## src/rtl/trap_pkg.sv

```systemverilog
// trap_pkg: shared FSM states, interrupt cause codes and trap CSR addresses
package trap_pkg;
   typedef enum logic [1:0] {IDLE, DRAIN, COMMIT, REDIRECT} state_t;
   typedef enum logic [1:0] {K_EXC, K_IRQ, K_MRET} kind_t;
   localparam logic [3:0] IRQ_MEI = 4'd11;
   localparam logic [3:0] IRQ_MSI = 4'd3;
   localparam logic [3:0] IRQ_MTI = 4'd7;
   localparam logic [11:0] CSR_MTVEC = 12'h305;
   localparam logic [11:0] CSR_MEPC = 12'h341;
endpackage

```

## src/rtl/irq_prio_enc.sv

```systemverilog
// irq_prio_enc: picks the highest-priority enabled pending M-mode interrupt
module irq_prio_enc
   import trap_pkg::*;
(
   input  logic       mie,
   input  logic [2:0] mxie,
   input  logic [2:0] mxip,
   output logic       valid,
   output logic [3:0] code
);
   logic [2:0] pend;
   always_comb begin
      pend = mxip & mxie & {3{mie}};
      valid = |pend;
      code = pend[0] ? IRQ_MEI : pend[1] ? IRQ_MSI : IRQ_MTI;
   end
endmodule

```

## src/rtl/trap_sequencer.sv

```systemverilog
// trap_sequencer: arbitrates exceptions/interrupts/mret, drains the pipe,
// commits the trap to the CSR file and issues a single fetch redirect
module trap_sequencer
   import trap_pkg::*;
#(
   parameter int CAUSE_W = 4,
   parameter int XLEN = 32
) (
   input  logic               ctrl_clk,
   input  logic               ctrl_reset,
   input  logic               exc_req,
   input  logic [CAUSE_W-1:0] exc_code,
   input  logic [XLEN-1:0]    exc_pc,
   input  logic               mret_req,
   input  logic [XLEN-1:0]    next_pc,
   input  logic               ctrl_mie,
   input  logic [2:0]         ctrl_mxie,
   input  logic [2:0]         ctrl_mxip,
   output logic               pipe_flush,
   input  logic               pipe_idle,
   output logic [11:0]        csr_raddr,
   input  logic [XLEN-1:0]    csr_rdata,
   output logic               ctrl_trap,
   output logic               ctrl_mret,
   output logic [XLEN-1:0]    trap_pc,
   output logic [CAUSE_W:0]   trap_info,
   output logic               redirect_valid,
   output logic [XLEN-1:0]    redirect_pc,
   output logic               busy
);
   state_t state, state_nxt, st;
   kind_t kind_q;
   logic [CAUSE_W:0] info_q;
   logic [XLEN-1:0] pc_q, target_q, target_nxt, base;
   logic irq_valid;
   logic [3:0] irq_code;

   irq_prio_enc u_enc (
      .mie  (ctrl_mie),
      .mxie (ctrl_mxie),
      .mxip (ctrl_mxip),
      .valid(irq_valid),
      .code (irq_code)
   );

   always_ff @(posedge ctrl_clk) begin
      if (ctrl_reset) begin
         state <= IDLE;
         kind_q <= K_EXC;
         info_q <= '0;
         pc_q <= '0;
         target_q <= '0;
      end else begin
         state <= state_nxt;
         if (state == IDLE) begin
            if (exc_req) begin
               kind_q <= K_EXC;
               info_q <= {1'b0, exc_code};
               pc_q <= exc_pc;
            end else if (mret_req) begin
               kind_q <= K_MRET;
               info_q <= '0;
               pc_q <= '0;
            end else if (irq_valid) begin
               kind_q <= K_IRQ;
               info_q <= {1'b1, CAUSE_W'(irq_code)};
            end
         end
         // interrupt mepc is the oldest uncommitted pc once the pipe is empty
         if (state == DRAIN && pipe_idle && kind_q == K_IRQ) pc_q <= next_pc;
         if (state == COMMIT) target_q <= target_nxt;
      end
   end

   always_comb begin
      st = ctrl_reset ? IDLE : state;
      state_nxt = state == IDLE   ? ((exc_req || mret_req || irq_valid) ? DRAIN : IDLE) :
                  state == DRAIN  ? (pipe_idle ? COMMIT : DRAIN) :
                  state == COMMIT ? REDIRECT : IDLE;
      base = {csr_rdata[XLEN-1:2], 2'b00};
      target_nxt = kind_q == K_MRET ? csr_rdata :
                   (kind_q == K_IRQ && csr_rdata[1:0] == 2'b01) ?
                   base + (XLEN'(info_q[CAUSE_W-1:0]) << 2) : base;
      busy = st != IDLE;
      pipe_flush = busy;
      csr_raddr = !busy ? 12'h000 : kind_q == K_MRET ? CSR_MEPC : CSR_MTVEC;
      ctrl_trap = st == COMMIT;
      ctrl_mret = ctrl_trap && kind_q == K_MRET;
      trap_pc = ctrl_trap ? pc_q : '0;
      trap_info = ctrl_trap ? info_q : '0;
      redirect_valid = st == REDIRECT;
      redirect_pc = redirect_valid ? target_q : '0;
   end
endmodule

```

## config.mk

```make
export PLATFORM = sky130hd
export DESIGN_NAME = trap_sequencer
export DESIGN_NICKNAME = d
export VERILOG_FILES = /design/src/rtl/trap_pkg.sv /design/src/rtl/irq_prio_enc.sv /design/src/rtl/trap_sequencer.sv
export SDC_FILE = /design/constraint.sdc
export NUM_CORES = 1
export LEC_CHECK = 0
export CAP_MARGIN = 20
export CORE_ASPECT_RATIO = 1.5
export CORE_MARGIN = 4
export CORE_UTILIZATION = 46
export CTS_BUF_LIST = sky130_fd_sc_hd__clkbuf_4 sky130_fd_sc_hd__clkbuf_8
export DETAILED_ROUTE_END_ITERATION = 16
export GPL_TIMING_DRIVEN = 0
export PLACE_DENSITY_LB_ADDON = 0.2
export SKIP_LAST_GASP = 1
export SYNTH_ARGS = -nofsm -noshare
export SYNTH_HDL_FRONTEND = slang
export SYNTH_HIERARCHICAL = 1
export SYNTH_SLANG_ARGS = --single-unit
```

## constraint.sdc

```tcl
create_clock -name ctrl_clk -period 5.5 [get_ports ctrl_clk]
set_clock_uncertainty 0.1 [all_clocks]
set_input_delay 1.1 -clock ctrl_clk [delete_from_list [all_inputs] [get_ports ctrl_clk]]
set_output_delay 1.1 -clock ctrl_clk [all_outputs]
set_load 0.02 [all_outputs]
```

Yosys cells after proc, flatten, opt, wreduce, memory -nomap -nowiden
Cells that the tools add are included.
{"block": "word_totals", "register_bits": 73, "in_bits": 112, "output_inout_bits": 86, "word_cells": 54}
{"block": "op_classes", "n_addsub": 1, "eq_ne": 7, "n_mux": 25, "bitwise_logic": 2, "reduce_logical": 14}
{"operator": "$mux W32", "count": 8}
{"operator": "$add A32 B6 Y32", "count": 1}
{"operator": "$mux W5", "count": 4}
{"operator": "$mux W2", "count": 8}
{"operator": "$mux W10", "count": 1}
{"operator": "$eq A2 B2 Y1 const B", "count": 4}
{"operator": "$mux W7", "count": 1}
{"operator": "$and A3 B3 Y3", "count": 2}
{"operator": "$eq A2 B1 Y1 const B", "count": 3}
{"operator": "$reduce_bool A3 Y1", "count": 2}
{"operator": "$logic_and A1 B1 Y1", "count": 4}
{"operator": "$mux W4", "count": 1}
{"operator": "$reduce_and A2 Y1", "count": 2}
{"operator": "$reduce_bool A2 Y1", "count": 2}
{"operator": "$mux W3", "count": 1}
{"operator": "$reduce_or A3 Y1", "count": 1}
{"operator": "$logic_not A2 Y1", "count": 1}
{"operator": "$logic_or A1 B1 Y1", "count": 2}
{"operator": "$mux W1", "count": 1}

Longest topological paths before layout
Gate-level depths: netlist (run 1).
{"block": "logic_depth", "depth_word": 7, "ltp_mapped": 8}

By module
The synthesis (run 1) kept the hierarchy.
{"module": "trap_sequencer", "n_inst": 1, "cells_each": 534, "area_each_um2": 4181.5}
{"module": "irq_prio_enc", "n_inst": 1, "cells_each": 8, "area_each_um2": 52.6}

Least setup slack after synthesis (run 1)
Ideal clock, no wire load.
{"block": "synth_timing", "path_kind": "in2out", "startpoint": "in ctrl_reset", "endpoint": "out csr_raddr[2]", "t_arrival_ns": 2.049, "t_required_ns": 4.300, "setup_slack_ns": 2.251, "cell_stages": 3, "path_buffers": 1, "path_cell_list": "clkbuf_1 > nor2_1 > and2_1"}
{"block": "synth_via", "elab_chain_cells": 3}
{"item": "from (decl)", "line_no": "trap_sequencer.sv:10", "rtl": "input logic ctrl_reset,"}
{"item": "$mux W2", "line_no": "trap_sequencer.sv:76", "rtl": "st = ctrl_reset ? IDLE : state;"}
{"item": "$reduce_bool A2 Y1", "line_no": "trap_sequencer.sv:84", "rtl": "busy = st != IDLE;"}
{"item": "named net busy", "line_no": "trap_sequencer.sv:29", "rtl": "output logic busy"}
{"item": "$mux W10", "line_no": "trap_sequencer.sv:86", "rtl": "csr_raddr = !busy ? 12'h000 : kind_q == K_MRET ? CSR_MEPC : CSR_MTVEC;"}
{"item": "to (decl)", "line_no": "trap_sequencer.sv:21", "rtl": "output logic [11:0] csr_raddr,"}
The timed path passes the listed nets, and every way through them passes these cells.

Worst setup path after layout (run 1)
{"block": "layout_timing", "startpoint": "in ctrl_reset", "endpoint": "out csr_raddr[2]"}
{"block": "layout_via", "elab_chain_cells": 3}
{"item": "$mux W2", "line_no": "trap_sequencer.sv:76"}
{"item": "$reduce_bool A2 Y1", "line_no": "trap_sequencer.sv:84"}
{"item": "$mux W10", "line_no": "trap_sequencer.sv:86"}
Every way passes these cells.

==> impl_results.md, run 1 <==
- Dominant combinational cell family by area after synthesis: simple AND/OR/NAND/NOR gates
- Power after layout: 1310 uW
- Total power per unit cell area: 202 nW/um2
- Internal Power: 933 uW
- Initial detailed-routing violation count: 232
- Startpoint kind of the worst setup timing path: input pin
- Worst Path Max Fanout: 10
- Total placed instance area: 6290 um2
- Routed WL per cell: 16.9 um
- Switching part of the total: 28.8%
- Number of synthesized flops with an enable pin: 0
- Fraction of synthesis flops using an asynchronous set or reset pin: 0%
- Antenna violations before repair: 0
- Hold crit path type: register to register
- Number of maximum-capacitance constraint violations: 0
- Reg clk slew, reported paths: 70 ps
- Transition time at the pin with the least slew margin: 753 ps
- Vias after detailed routing: 4,826
- Detailed placer's ending HPWL: 11,500 um
- Post-route DRC: 0
- Post-route minimum period: 4300 ps
- Share of final-layout standard cells stronger than drive strength 1: 5.31%
- Cell area after layout: 6480 um2
- Number of nets in the layout: 866
- Dominant cell type by area after synthesis: sky130_fd_sc_hd__dfxtp_1
- CTS root buf: sky130_fd_sc_hd__clkbuf_8
- Number of H-tree levels: 3
- Critical Setup Path Class: input pin to output port
- Area of the core region: 8880 um2
- Average instance area after synthesis: 7.81 um2
- Combinational cell fraction of total power: 23.7%
- Total setup buffers inserted after CTS: 0
- Compound-cell area share of the yosys netlist: 17.9%
- # diodes: 0
- Worst Path Required: 4300 ps
- Wire length of the first global-routing pass: 23,100 um
- Sequential fraction of the synthesis area: 34.0%
- Vias in the first global route: 4,796
- CP top delay family: buffers and inverters
- Register share of total power: 44.3%
- Total clock buffers created by CTS: 9
- Total Negative Setup Slacks: 0 ps
- Die outline width: 86.3 um
- Synthesis-stage register bit count: 72
- Mux cell area share after synthesis: 0%
- Crit path max-delay cell type: sky130_fd_sc_hd__clkdlybuf4s50_1
- Switching component of the power: 377 uW
- Gr ovfl total: 0
- Worst rel slew slack: 49.8%
- Number of buffer and inverter stages on the critical path: 3
- Hold buffer count at CTS: 0
- Leakage power figure: 0.00230 uW
- Most numerous cell on the critical path: sky130_fd_sc_hd__clkdlybuf4s50_1
- Critical Path AT: 3100 ps
- Cell types occupying the most area after synthesis: sky130_fd_sc_hd__dfxtp_1 (34%), sky130_fd_sc_hd__and2_1 (10%), sky130_fd_sc_hd__a311oi_1 (8.1%)
- Outcome: finished clean
- Synth top area share: 34.0%
- IO Port Bufs: 189
- Post-Synthesis Cells: 542
- Biggest cell delay along the critical path: 600 ps
- Commonest non-fill, non-tap cell in the layout: sky130_fd_sc_hd__clkdlybuf4s50_1
- Setup-failing EPs final: 0
- Unique cell type count in the Yosys netlist: 53
- Achievable Freq: 233 MHz
- Highest-count cells in the layout ignoring fill and taps: sky130_fd_sc_hd__clkdlybuf4s50_1 (189), sky130_fd_sc_hd__nor2_1 (74), sky130_fd_sc_hd__dfxtp_1 (72), sky130_fd_sc_hd__and2_1 (71), sky130_fd_sc_hd__nand2_1 (54)
- Share of the clock period used by the worst path after layout: 78.1%
- Final GP Congestion: 0.904
- Post-CTS Resized: 0
- Post-synthesis xor/xnor area fraction: 4.55%
- Layout overhead on the synthesized area: 53.0%
- Number of placement rows: 42
- Drt pass-1 iters: 5
- Count of warnings emitted by yosys: 6
- RSZ-0062 raised after global routing: no
- Power share of the clock group: 32.1%
- Maximum count of clock buffers along a single path: 2
- Type of destination of the critical path: output port
- Maximum number of pins on one net before global-route repair: 12
- Ordered list of cells on the worst path: clkdlybuf4s50_1, clkbuf_1, nor2_1, and2_1, clkdlybuf4s50_1
- Starting utilization of the core area: 47.7%
- Simple-Gate Fraction of Synth Area: 35.1%
- Layout fillers: 705
- Total wirelength of the detailed-routed design: 14,600 um
- I/O pin cnt: 198
- Adder and majority cell fraction of the synthesized area: 1.65%
- Average via count per standard cell: 5.59
- Max Transition Viols Final: 0
- Antenna Nets Post-Route: 0
- Clock tree from TritonCTS: done
- Top FF cell, synth: sky130_fd_sc_hd__dfxtp_1
- Height of the chip: 126 um
- Overall global routing resource usage: 26.3%
- Post-Syn Area: 4230 um2
- Floorplan die area: 10,800 um2
- VDD IR-drop max: 185 uV
- Clk_lat worst skew: 360 ps
- Clock Sinks: 72
- Count of final hold-check violations: 0
[layer usage]
metal	track usage [%]	wire length (um)
met1	27.4	5190
met2	48.3	7760
met3	7.18	1220
met4	10.9	445
met5	0	0
[registers in the layout (all words and copies together) (netlist names)]
signal / flops
pc_q: 32
kind_q: 2
info_q: 4
state: 2
target_q: 32
[worst paths after layout]
kind | from | end | slack, ps | cells after the start
hold / removal | pc_q[15] | pc_q[15] | 380 | 2
hold reg to reg | pc_q[15] | pc_q[15] | 380 | 2
setup / recovery | ctrl_reset | csr_raddr[2] | 1200 | 5
setup reg to reg | info_q[0] | target_q[12] | 2580 | 8
[power by group through the flow]
stage | Combinational, uW | Clock, uW | Sequential, uW
floorplan | 162 | 0 | 585
global placement | 299 | 0 | 589
detailed placement | 307 | 0 | 591
CTS | 308 | 426 | 579
global route | 337 | 442 | 584
finish | 310 | 420 | 580
[cells in the mapped netlist (all sizes together), types with 2 or more instances]
master / instances
a22oi: 6
nand3: 45
a21oi: 6
o21a: 2
nand4b: 3
dfxtp: 72
nor4: 4
nand4: 5
nand2b: 2
nand3b: 2
o31ai: 2
a21o: 2
conb: 2
a22o: 3
and4bb: 2
o21ai: 13
and2: 72
nor3: 6
buf: 21
a211oi: 22
nor2b: 2
nor3b: 2
nor2: 74
clkbuf: 35
or3: 4
inv: 2
a311oi: 39
xnor2: 9
xor2: 13
ha: 4
nand2: 54
[worst register-to-register path: cells and delay by family, from the launching register on]
kind / cells / cell delay (ps)
AND/OR/NAND/NOR: 1 / 150
adder cells (fa/ha/maj): 2 / 630
AO/OA/AOI/OAI: 3 / 1020
flip-flops: 1 / 330
XOR/XNOR: 1 / 160
buffers and inverters: 1 / 450
[logic make-up (layout without fill, tap and decap cells)]
family | Yosys count | count (layout)
AO/OA/AOI/OAI | 99 | 99
XOR/XNOR | 22 | 22
adder cells (fa/ha/maj) | 5 | 5
buffers and inverters | 58 | 262
flip-flops | 72 | 72
other | 2 | 9
AND/OR/NAND/NOR | 284 | 284
[through the flow]
| stage | std cells | setup WS (ps) | hold slack, ps | utilization [%] |
|---|---|---|---|---|
| after global routing | 863 | 1080 | 391 | 73.0 |
| after detailed placement | 848 | 1170 | 362 | 70.8 |
| final | 863 | 1200 | 376 | 73.0 |
| after CTS | 863 | 1160 | 372 | 73.0 |
| after global placement | 848 | 1200 | 359 | 70.8 |
| after floorplan | 549 | 2250 | 327 | - |
[layout make-up]
cell class                      count  area [um2]  area share, %
Tap cell                          110         138           2.12
Clock buffer                       11         145           2.24
Inverter                            2        7.51          0.116
Clock inverter                      4        45.0          0.695
Sequential cell                    72        1440           22.2
Timing Repair Buffer              189        1890           29.2
Multi-Input combinational cell    419        2540           39.3
Buffer                             56         268           4.13
Power figures use the tool's default switching activity.
==> run 2, diff against run 1 <==
Settings changed: CORE_UTILIZATION 46 to 39.
Clock period 5.5 ns to 3.8 ns, I/O delays scaled along.
==> run 2 against run 1 <==
Net effect: first-iteration DRC count down 26%; wire length fell by 1.3%; critical endpoint unchanged; sequential cell count unchanged; combinational power rose by 44%; largest cell class unchanged; power increased by 45%; register-to-register slack got worse by 1700 ps; worst hold slack got worse by 19 ps; sequential power grew 44%.
==> impl_results.md, run 2 (synthesized netlist as in run 1, its figures left out) <==
- Outcome: finished clean
- Starting utilization of the core area: 40.0%
- Vias in the first global route: 4,810
- Drt pass-1 iters: 5
- IO Port Bufs: 189
- Total clock buffers created by CTS: 9
- Commonest non-fill, non-tap cell in the layout: sky130_fd_sc_hd__clkdlybuf4s50_1
- I/O pin cnt: 198
- Floorplan die area: 12,600 um2
- Share of final-layout standard cells stronger than drive strength 1: 5.44%
- Tightest hold margin: 358 ps
- Area occupied by multi-input gates: 2540 um2
- Overall global routing resource usage: 23.2%
- CTS root buf: sky130_fd_sc_hd__clkbuf_8
- Wire length of the first global-routing pass: 23,500 um
- Most numerous cell on the critical path: sky130_fd_sc_hd__clkdlybuf4s50_1
- Type of destination of the critical path: output port
- Highest-count cells in the layout ignoring fill and taps: sky130_fd_sc_hd__clkdlybuf4s50_1 (189), sky130_fd_sc_hd__nor2_1 (74), sky130_fd_sc_hd__dfxtp_1 (72), sky130_fd_sc_hd__and2_1 (71), sky130_fd_sc_hd__nand2_1 (54)
- Critical Path AT: 2790 ps
- Max Transition Viols Final: 0
- Achievable Freq: 274 MHz
- Routed WL per cell: 16.1 um
- Clk_lat worst skew: 340 ps
- Layout overhead on the synthesized area: 54.3%
- Gr ovfl total: 0
- Total wirelength of the detailed-routed design: 14,400 um
- CP top delay family: buffers and inverters
- Biggest cell delay along the critical path: 600 ps
- Cells after DPL: 882
- # diodes: 0
- Layout fillers: 1,001
- VDD IR-drop max: 236 uV
- Post-route DRC: 0
- Setup-failing EPs final: 0
- Initial detailed-routing violation count: 172
- Share of the clock period used by the worst path after layout: 96.0%
- Crit path max-delay cell type: sky130_fd_sc_hd__clkdlybuf4s50_1
- Count of final hold-check violations: 0
- Average via count per standard cell: 5.22
- Leakage power figure: 0.00231 uW
- Vias after detailed routing: 4,689
- RSZ-0062 raised after global routing: no
- Clock tree from TritonCTS: done
- Worst rel slew slack: 46.4%
- Ordered list of cells on the worst path: clkdlybuf4s50_1, clkbuf_1, nor2_1, and2_1, clkdlybuf4s50_1
- Number of buffer and inverter stages on the critical path: 3
- Maximum count of clock buffers along a single path: 2
- Number of placement rows: 46
- Post-route minimum period: 3650 ps
- Transition time at the pin with the least slew margin: 803 ps
- Area of the core region: 10,600 um2
- Die outline width: 93.1 um
- Number of maximum-capacitance constraint violations: 0
- Total Negative Setup Slacks: 0 ps
- Antenna Nets Post-Route: 0
- Worst Path Max Fanout: 10
- Number of nets in the layout: 866
- Largest registers: pc_q (32), target_q (32), info_q (4)
- Hold buffer count at CTS: 0
- Final GP Congestion: 0.907
- Reg clk slew, reported paths: 80 ps
- FF/Latch Area: 1440 um2
- Critical Setup Path Class: input pin to output port
- Total setup buffers inserted after CTS: 0
- Worst Path Required: 2940 ps
- Clock Sinks: 72
- Maximum number of pins on one net before global-route repair: 12
- Hold crit path type: register to register
- Reg-to-reg setup timing slack: 840 ps
- Post-route non-filler standard cell count: 898
- Number of H-tree levels: 3
- Total power per unit cell area: 290 nW/um2
- Post-CTS Resized: 0
- Startpoint kind of the worst setup timing path: input pin
- Detailed placer's ending HPWL: 11,600 um
- Antenna violations before repair: 0
- Height of the chip: 136 um
- Power after layout: 1900 uW
==> run 2: per-stage QoR <==
stage | utilization [%] | area [um2] | worst slack, ps
global placement | 59.8 | 6330 | 15.9
floorplan | - | 4260 | 991
detailed placement | 59.8 | 6330 | 11.9
CTS | 61.7 | 6540 | 123
global route | 61.7 | 6540 | 18.4
finish | 61.7 | 6540 | 151
==> run 2: report_power, final <==
part	internal [uW]	leakage (uW)	switching, uW	total [uW]
Combinational	219	0.00161	227	446
Clock	325	0.000108	286	611
Sequential	809	0.000588	29.2	838
==> run 2: path summary, 6_finish.rpt <==
check / start / endpoint / cells past startpoint
setup reg to reg: info_q[0] / target_q[12] / 8
setup / recovery: ctrl_reset / csr_raddr[2] / 5
hold / removal: target_q[4] / target_q[4] / 2
hold reg to reg: target_q[4] / target_q[4] / 2
==> run 2: area by class of cell <==
cell class	count	share of cell area, %
inverters	2	0.115
clock inverters	2	0.153
flip-flops and latches	72	22.1
plain buffers	56	4.10
multi-input cells	419	38.9
well taps	144	2.76
repair buffers	189	28.9
clock buffers	14	2.95
==> run 2: metal layers <==
layer,share of wire [%],track usage (%),wire length (um),up-vias
met3,8.0,6.95,1150,19
met1,37,25.3,5380,2181
met4,1.7,6.93,245,0
li1,-,-,-,2304
met5,0,0,0,-
met2,53,42.8,7660,185
==> run 2: tightest hold or removal path, cell delays in order (launching register included) <==
cell	delay [ps]
sky130_fd_sc_hd__dfxtp_1	310
sky130_fd_sc_hd__nand2_1	50
sky130_fd_sc_hd__a21oi_1	50
==> run 3, diff against run 2 <==
Settings changed: HOLD_SLACK_MARGIN from default to 0.1, SYNTH_HIERARCHICAL 1 to default.
==> run 3 against run 2 <==
Net effect: non-clock buffer count fell by 1; worst hold slack got worse by 1.1 ps; setup slack got worse by 9.6 ps; register-to-register slack improved by 210 ps; cell count fell by 1.4%; maximum frequency fell by 0.26%; synthesized cell count fell by 2.2%; power rose by 7.2%; sequential share of layout area rose by 0.072 points; wire length barely moved; combinational power rose by 19%.
==> impl_results.md, run 3 <==
- Outcome: finished clean
- Layout fillers: 1,004
- Final core utilization: 61.5%
- Detailed placer's ending HPWL: 11,400 um
- Maximum count of clock buffers along a single path: 2
- Area of the core region: 10,600 um2
- Most common cell in the synthesized netlist: sky130_fd_sc_hd__nor2_1
- Post-Syn Area: 4210 um2
- Reg clk slew, reported paths: 80 ps
- Most numerous cell on the critical path: sky130_fd_sc_hd__clkdlybuf4s50_1
- Vias in the first global route: 4,760
- VDD IR-drop max: 170 uV
- RSZ-0062 raised after global routing: no
- Overall global routing resource usage: 22.6%
- CP top delay family: buffers and inverters
- Total wirelength of the detailed-routed design: 14,400 um
- Number of nets in the layout: 854
- Count of final hold-check violations: 0
- Leakage power figure: 0.00227 uW
- Internal Power: 1420 uW
- Most used routing layer: met2
- Unique cell type count in the Yosys netlist: 51
- IO Port Bufs: 190
- Average instance area after synthesis: 7.95 um2
- Switching component of the power: 607 uW
- Sequential fraction of the synthesis area: 34.2%
- Floorplan die area: 12,600 um2
- Highest-count cells in the layout ignoring fill and taps: sky130_fd_sc_hd__clkdlybuf4s50_1 (190), sky130_fd_sc_hd__nor2_1 (74), sky130_fd_sc_hd__dfxtp_1 (72), sky130_fd_sc_hd__and2_1 (71), sky130_fd_sc_hd__nand2_1 (43)
- Register share of total power: 43.2%
- Die outline width: 92.9 um
- Share of the clock period used by the worst path after layout: 96.3%
- Clock Sinks: 72
- Post-route minimum period: 3660 ps
- Ordered list of cells on the worst path: clkdlybuf4s50_1, nor2_1, clkbuf_1, and2_1, clkdlybuf4s50_1
- Maximum number of pins on one net before global-route repair: 12
- Crit path max-delay cell type: sky130_fd_sc_hd__clkdlybuf4s50_1
- Starting utilization of the core area: 39.8%
- Synthesis-stage register bit count: 72
- Drt pass-1 iters: 5
- FF/Latch Area: 1440 um2
- Number of maximum-capacitance constraint violations: 0
- Final GP Congestion: 0.873
- Number of H-tree levels: 3
- Synth top area share: 34.2%
- I/O pin cnt: 198
- Worst rel slew slack: 57.4%
- Initial detailed-routing violation count: 185
- CTS root buf: sky130_fd_sc_hd__clkbuf_8
- Total clock buffers created by CTS: 9
- Setup-failing EPs final: 0
- Top FF cell, synth: sky130_fd_sc_hd__dfxtp_1
- # diodes: 0
- Fraction of synthesis flops using an asynchronous set or reset pin: 0%
- Transition time at the pin with the least slew margin: 638 ps
- Critical Setup Path Class: input pin to output port
- Count of warnings emitted by yosys: 0
- Cells after DPL: 870
- Type of destination of the critical path: output port
- Wire length of the first global-routing pass: 22,600 um
- Post-route DRC: 0
- Tightest hold margin: 357 ps
- Total power per unit cell area: 312 nW/um2
- Antenna violations before repair: 0
- Antenna Nets Post-Route: 0
- Clk_lat worst skew: 350 ps
- Area occupied by multi-input gates: 2520 um2
- Combinational cell fraction of total power: 26.2%
- Routed WL per cell: 16.3 um
- Total Negative Setup Slacks: 0 ps
- Biggest cell delay along the critical path: 660 ps
- Power after layout: 2030 uW
- Achievable Freq: 273 MHz
- Total setup buffers inserted after CTS: 0
- Number of synthesized flops with an enable pin: 0
- Critical Path AT: 2800 ps
- Cell types occupying the most area after synthesis: sky130_fd_sc_hd__dfxtp_1 (34%), sky130_fd_sc_hd__and2_1 (11%), sky130_fd_sc_hd__a311oi_1 (7.1%)
- Post-Synthesis Cells: 530
- Layout overhead on the synthesized area: 54.7%
- Met3 Resource Use GR: 6.67%
- Largest registers: pc_q (32), target_q (32), info_q (4)
- Number of buffer and inverter stages on the critical path: 3
- Startpoint kind of the worst setup timing path: input pin
- Average via count per standard cell: 5.25
- Height of the chip: 135 um
- Vias after detailed routing: 4,644
- Met1 usage in global routing: 23.6%
- Dominant cell type by area after synthesis: sky130_fd_sc_hd__dfxtp_1
- Ranking of synthesized cells by instance count: sky130_fd_sc_hd__nor2_1 (75), sky130_fd_sc_hd__dfxtp_1 (72), sky130_fd_sc_hd__and2_1 (71)
- Worst Path Required: 2940 ps
- Max Transition Viols Final: 0
- Gr ovfl total: 0
- Worst Path Max Fanout: 10
- Post-route non-filler standard cell count: 885
- Commonest non-fill, non-tap cell in the layout: sky130_fd_sc_hd__clkdlybuf4s50_1
- Switching part of the total: 29.9%
- Met2 Use GR: 41.0%
- Share of final-layout standard cells stronger than drive strength 1: 5.67%
- Power share of the clock group: 30.7%
- Number of placement rows: 46
- Hold crit path type: register to register
- Clock tree from TritonCTS: done
-- run 3: changes by cell type in the layout (fill, tap and decap cells not counted), moves of 5 or more --
cell,change
sky130_fd_sc_hd__a211oi_1,+8
sky130_fd_sc_hd__a311oi_1,-5
sky130_fd_sc_hd__nand2_1,-11
sky130_fd_sc_hd__nand3_1,-7
sky130_fd_sc_hd__nor3_1,+6
sky130_fd_sc_hd__nor3b_1,+5
sky130_fd_sc_hd__o21ai_0,-10
sky130_fd_sc_hd__xnor2_1,+14
sky130_fd_sc_hd__xor2_1,-11
-- run 3: area by class of cell --
class                           instances  area share, %
Buffer                                 54           4.07
Clock buffer                           12           2.34
Clock inverter                          3          0.653
Inverter                                2          0.115
Multi-Input combinational cell        408           38.7
Sequential cell                        72           22.1
Tap cell                              144           2.77
Timing Repair Buffer                  190           29.2
-- run 3: timing repair --
action | in CTS | in global routing
hold buffers | 0 | 0
resized for setup | 0 | 1
endpoints found under the setup margin | 0 | 8
-- run 3: path summary, 6_finish.rpt --
path,from,end,slack (ps),depth (start not counted)
worst max-delay path,ctrl_reset,trap_pc[24],140,5
worst min-delay path,target_q[4],target_q[4],360,2
worst max register to register,info_q[0],target_q[28],1050,8
worst min register to register,target_q[4],target_q[4],360,2
-- run 3: cells by family after synthesis --
logic type                 Yosys count  share of synthesized area, %
adders and majority gates            5                          1.66
and+or+nand+nor                    280                          35.2
AOI/OAI and AO/OA                   87                          16.2
buffers and inverters               56                          6.48
other                                1                        0.0890
xor gates and xnor gates            25                          5.20
muxes                                4                         0.951
DFF                                 72                          34.2
-- run 3: power groups by stage --
| stage | Combinational (uW) | Sequential (uW) | Clock (uW) |
|---|---|---|---|
| after floorplan | 297 | 881 | 0 |
| after global placement | 514 | 890 | 0 |
| after detailed placement | 529 | 895 | 0 |
| after CTS | 532 | 877 | 632 |
| after global routing | 583 | 886 | 664 |
| final | 532 | 877 | 623 |
-- run 3: worst reg2reg max path: stages, from the launching register on --
cell,delay (ps)
sky130_fd_sc_hd__dfxtp_1,340
sky130_fd_sc_hd__ha_1,240
sky130_fd_sc_hd__fa_1,420
sky130_fd_sc_hd__a21o_1,200
sky130_fd_sc_hd__a21oi_1,390
sky130_fd_sc_hd__clkbuf_1,450
sky130_fd_sc_hd__nor4_1,160
sky130_fd_sc_hd__xnor2_1,160
sky130_fd_sc_hd__a211oi_1,220
-- run 3: layer usage --
metal  vias to the layer above  part of all wire [%]
li1                       2270                     -
met1                      2148                    37
met2                       195                    53
met3                        31                   7.4
met4                         0                   3.2
met5                         -                     0
-- run 3: metrics by stage --
step / setup slack (ps) / area [um2]
after floorplan: 1050 / 4230
after global placement: 53.5 / 6320
after detailed placement: 63.7 / 6320
after CTS: 47.9 / 6510
after global routing: 58.2 / 6510
final: 142 / 6510
